## src/rtl/lift_ctrl.sv

```systemverilog
// SCAN lift car controller: serves latched floor requests, sweeping one direction
// while requests remain ahead, and returns one-hot clears while the door is open.
module lift_ctrl #(
    parameter int NFLOORS    = 4,
    parameter int MOVE_TICKS = 8,
    parameter int DOOR_TICKS = 6
) (
    input  logic                       clk,
    input  logic                       reset,
    input  logic                       slowref,
    input  logic [NFLOORS-1:0]         flreq,
    output logic [NFLOORS-1:0]         clr_flreq,
    output logic [$clog2(NFLOORS)-1:0] floor_pos,
    output logic                       dir_up,
    output logic                       moving,
    output logic                       door_open
);

    localparam int PW   = $clog2(NFLOORS);
    localparam int MAXT = (MOVE_TICKS > DOOR_TICKS) ? MOVE_TICKS : DOOR_TICKS;
    localparam int CW   = ($clog2(MAXT) > 0) ? $clog2(MAXT) : 1;

    localparam logic [CW-1:0] MOVE_LAST = CW'(MOVE_TICKS - 1);
    localparam logic [CW-1:0] DOOR_LAST = CW'(DOOR_TICKS - 1);
    localparam logic [PW-1:0] TOP_FLOOR = PW'(NFLOORS - 1);

    typedef enum logic [1:0] {
        IDLE   = 2'd0,
        MOVING = 2'd1,
        DOOR   = 2'd2
    } state_t;

    state_t              state_q, state_d;
    logic [PW-1:0]       pos_q, pos_d;
    logic                dir_q, dir_d;
    logic [CW-1:0]       cnt_q, cnt_d;
    logic [NFLOORS-1:0]  clr_q, clr_d;
    logic                moving_q, moving_d;
    logic                door_q, door_d;

    // Any request strictly beyond floor p in the given direction.
    function automatic logic req_beyond(input logic [NFLOORS-1:0] req,
                                        input logic [PW-1:0] p,
                                        input logic up);
        logic r;
        r = 1'b0;
        for (int k = 0; k < NFLOORS; k++) begin
            if (up ? (k > int'(p)) : (k < int'(p))) begin
                r = r | req[k];
            end
        end
        return r;
    endfunction

    always_comb begin
        state_d  = state_q;
        pos_d    = pos_q;
        dir_d    = dir_q;
        cnt_d    = cnt_q;
        clr_d    = '0;
        moving_d = 1'b0;
        door_d   = 1'b0;

        if (slowref) begin
            case (state_q)
                IDLE: begin
                    if (flreq[pos_q]) begin
                        state_d = DOOR;
                        cnt_d   = '0;
                    end else if (req_beyond(flreq, pos_q, dir_q)) begin
                        state_d = MOVING;
                    end else if (req_beyond(flreq, pos_q, ~dir_q)) begin
                        state_d = MOVING;
                        dir_d   = ~dir_q;
                    end
                end
                MOVING: begin
                    if (cnt_q == MOVE_LAST) begin
                        cnt_d = '0;
                        // Edge floors cannot be left further; fall back to IDLE in place.
                        if (dir_q ? (pos_q == TOP_FLOOR) : (pos_q == '0)) begin
                            state_d = IDLE;
                        end else begin
                            pos_d = dir_q ? (pos_q + PW'(1)) : (pos_q - PW'(1));
                            if (flreq[pos_d]) begin
                                state_d = DOOR;
                            end else if (req_beyond(flreq, pos_d, dir_q)) begin
                                state_d = MOVING;
                            end else begin
                                state_d = IDLE;
                            end
                        end
                    end else begin
                        cnt_d = cnt_q + CW'(1);
                    end
                end
                DOOR: begin
                    if (cnt_q == DOOR_LAST) begin
                        state_d = IDLE;
                        cnt_d   = '0;
                    end else begin
                        cnt_d = cnt_q + CW'(1);
                    end
                end
                default: begin
                    state_d = IDLE;
                    cnt_d   = '0;
                end
            endcase
        end

        // Outputs are registered from the next state so they line up with it.
        if (state_d == DOOR) begin
            clr_d[pos_d] = 1'b1;
        end
        moving_d = (state_d == MOVING);
        door_d   = (state_d == DOOR);
    end

    always_ff @(posedge clk) begin
        if (reset) begin
            state_q  <= IDLE;
            pos_q    <= '0;
            dir_q    <= 1'b1;
            cnt_q    <= '0;
            clr_q    <= '0;
            moving_q <= 1'b0;
            door_q   <= 1'b0;
        end else begin
            state_q  <= state_d;
            pos_q    <= pos_d;
            dir_q    <= dir_d;
            cnt_q    <= cnt_d;
            clr_q    <= clr_d;
            moving_q <= moving_d;
            door_q   <= door_d;
        end
    end

    assign clr_flreq = clr_q;
    assign floor_pos = pos_q;
    assign dir_up    = dir_q;
    assign moving    = moving_q;
    assign door_open = door_q;

endmodule
```

## config.mk

```make
export PLATFORM = sky130hd
export DESIGN_NAME = lift_ctrl
export DESIGN_NICKNAME = d
export VERILOG_FILES = /design/src/rtl/lift_ctrl.sv
export SDC_FILE = /design/constraint.sdc
export NUM_CORES = 1
export LEC_CHECK = 0
export ABC_AREA = 1
export CORE_UTILIZATION = 53
export DETAILED_ROUTE_END_ITERATION = 16
export PLACE_DENSITY = 0.78
export REMOVE_ABC_BUFFERS = 1
export SETUP_SLACK_MARGIN = 0.15
export SLEW_MARGIN = 10
export SYNTH_ARGS = -nofsm -noshare
export SYNTH_HDL_FRONTEND = slang
export SYNTH_SLANG_ARGS = --single-unit
```

## constraint.sdc

```tcl
create_clock -name clk -period 2.4 [get_ports clk]
set_clock_uncertainty 0.15 [all_clocks]
set_input_delay 0.72 -clock clk [delete_from_list [all_inputs] [get_ports clk]]
set_output_delay 0.72 -clock clk [all_outputs]
set_load 0.005 [all_outputs]
```

==> out/metrics.cfg <==
[outcome]
outcome=finished clean

[timing]
final.period_utilization_pct=88.9
period_needed_ns=2.13
fmax_mhz=469
tightestPinTransition_ns=0.350
relSlewSlack_pct=76.6
setup_violations=0
timing.final.max_slew_violations=0
hold_violations=0
rsz0062_at_grt=false
holdWs_ns=0.359

[floorplanning]
dieArea_um2=2290
rows=16
die_x_um=47.9
ios=16
core-area_um2=1960
die_h_um=47.9
start_util_pct=56.8

[pwr]
p_sw_uw=153
p_seq_share_pct=46.4
leakage_uw=0.000714
p_per_area_nw_per_um2=387
p_int_uw=383
p_clk_share_pct=32.4
p_comb_share_pct=21.2
switching_share_pct=28.6
ir_worst_vdd_uv=416

[final_layout]
utilization_pct=70.7
antenna_cells=0
fin_nets=209
area_delta_synth_final_pct=24.5
drive_gt1_share_pct=12.3
stdcell_count=214

[placed_design]
portBuffers=15
gp_congestion=0.867
dp.cells=210
hpwl_um=1910

[detailed_routing]
ant_nets=0
wl_per_cell_um=11.6
dr.pass1.iters=5
first_iter_violations=33
vias_per_cell=5.04
drt-total-wl_um=2490
drc=0
vias=1078

[hold_path]
hp-class=flop to flop

[logic_synthesis]
synthTopCellsByArea=dfxtp_1 25%, ha_1 16%, nand2_1 15%
yosysSeqAreaShare_pct=25.1
synth.distinct_cells=25
synth.cell_area_um2=1110
yosys.area.top_type=dfxtp_1
yosysWarnings=0
synthCells=165
avgSynthCellArea_um2=6.76
ys_seq_elements=14
synth_top_area_share_pct=25.1

[worst_setup_path]
crit_path_max_fanout=9
arrival_ns=1.26
crit_slowest_cell=clkdlybuf4s50_1
start_kind=flop
crit_buf_inv=1
path_cells=clkdlybuf4s50_1
crit_required_ns=1.53
path_delay_family=buffers and inverters
crit_type=flop to output port
worst_setup_path_end_kind=output port
critPathMaxStageDelay_ns=0.54

[clock_tree]
htreeDepth=1
clkLatencyLatePin_ns=0.28
numCtsBuffers=3
clk_pin_slew_ns=0.09
cts-root-buf=clkbuf_4
cts_tree=done
clock-sinks=14
clockBufferDepth=2

[grt]
first_global_vias=921
grt_max_degree=15
grt_pass1_wl_um=3730
overflow=0
grt_usage_pct=23.2
antenna_found_initial=0

[job]
drv_cap=0

## timing repair
action                                  in CTS  in global routing
endpoints found under the setup margin       2                  8
resized for setup                            2                  9
pin swaps                                    0                  2
hold buffers                                 0                  0
buffers inserted                             0                  0
## placed cells by master (no fill, tap or decap), drive strengths merged
cell type      netlist  layout
a21oi                7       7
nand3               13      13
nand4                1       1
o21ai               10      10
xor2                 2       2
inv                 28      28
o211ai               4       4
nand2               48      48
a31oi                1       1
nor2                17      17
ha                  14      14
clkbuf               1       4
buf                  2       6
dlymetal6s2s         0       5
a211oi               1       1
clkdlybuf4s50        0      10
dfxtp               14      14
o22ai                1       1
nor3                 1       1
## state kept, by name (all words and copies together) (netlist names)
register and cells:
dir_up 1, cnt_q 3, clr_flreq 4, moving 1
state_q 2, floor_pos 2, door_open 1
## cell usage after synthesis
| cell type | number |
|---|---|
| o211ai_1 | 4 |
| nor2_4 | 1 |
| ha_1 | 14 |
| buf_6 | 1 |
| xor2_1 | 1 |
| xor2_2 | 1 |
| nand3_1 | 11 |
| nand4_1 | 1 |
| clkbuf_8 | 1 |
| nand3_2 | 1 |
| inv_1 | 28 |
| nand2_2 | 2 |
| a31oi_1 | 1 |
| nand2_1 | 46 |
| a21oi_1 | 6 |
| dfxtp_1 | 14 |
| nor2_1 | 16 |
| nor3_1 | 1 |
| a211oi_1 | 1 |
| nand3_4 | 1 |
| o21ai_0 | 9 |
| o22ai_1 | 1 |
| buf_1 | 1 |
| a21oi_4 | 1 |
| o21ai_2 | 1 |
## worst paths after layout
check             slack [ns]  cells past startpoint                      end                    start
hold / removal          0.36                      2    cnt_q[1]$_SDFFE_PP0P_    cnt_q[1]$_SDFFE_PP0P_
hold reg to reg         0.36                      2    cnt_q[1]$_SDFFE_PP0P_    cnt_q[1]$_SDFFE_PP0P_
setup / recovery        0.27                      1                   dir_up      dir_up$_SDFFE_PP1P_
setup reg to reg        0.35                     10  clr_flreq[0]$_SDFF_PP0_  floor_pos[0]$_SDFF_PP0_
## per-stage QoR
stage	area, µm²	TNS, ns	worst slack [ns]	power, µW
6_report	1390	0	0.266	536
5_1_grt	1390	0	0.170	567
4_1_cts	1360	0	0.149	537
3_5_place_dp	1320	-0.339	-0.0898	365
3_3_place_gp	1320	-0.0382	-0.0108	361
2_1_floorplan	1090	0	0.261	320
## power by group through the flow
stage                     logic [µW]  registers [µW]  clock network, µW
after global placement           107             254                  0
after floorplan                 66.7             254                  0
after global routing             126             250                191
after detailed placement         110             255                  0
after CTS                        112             249                176
final                            114             249                174
## layer usage
layer | track usage (%) | vias up | part of all wire [%] | wire, µm
li1 | - | 563 | - | -
met1 | 27.2 | 486 | 45 | 1110
met2 | 43.8 | 25 | 51 | 1270
met3 | 5.66 | 4 | 3.8 | 94
met4 | 1.67 | 0 | 0.56 | 14
met5 | 0 | - | 0 | 0
## worst register-to-register path, stage by stage, from the launching register on
cell,delay (ns)
dfxtp_2,0.37
inv_1,0.13
ha_1,0.25
o21ai_0,0.14
nand3_1,0.14
nor2_2,0.17
inv_1,0.07
o21ai_0,0.28
inv_1,0.12
nand2_1,0.08
nor2_1,0.04
## cell families (layout without fill, tap and decap cells)
family / Yosys count / in the layout / share of synthesized area [%]
simple gates: 80 / 80 / 31.4
flops: 14 / 14 / 25.1
buf+inv: 31 / 53 / 12.0
xor+xnor: 2 / 2 / 2.25
compound gates: 24 / 24 / 13.5
fa+ha+maj: 14 / 14 / 15.7
## area by class of cell
cell class | count | area, µm²
tap | 27 | 33.8
sequential | 14 | 283
inverter | 28 | 105
timing repair buffer | 21 | 211
clock buffer | 4 | 36.3
fill | 181 | 574
multi-input combinational | 120 | 718
Note: power is estimated with default switching activity, not from simulation.
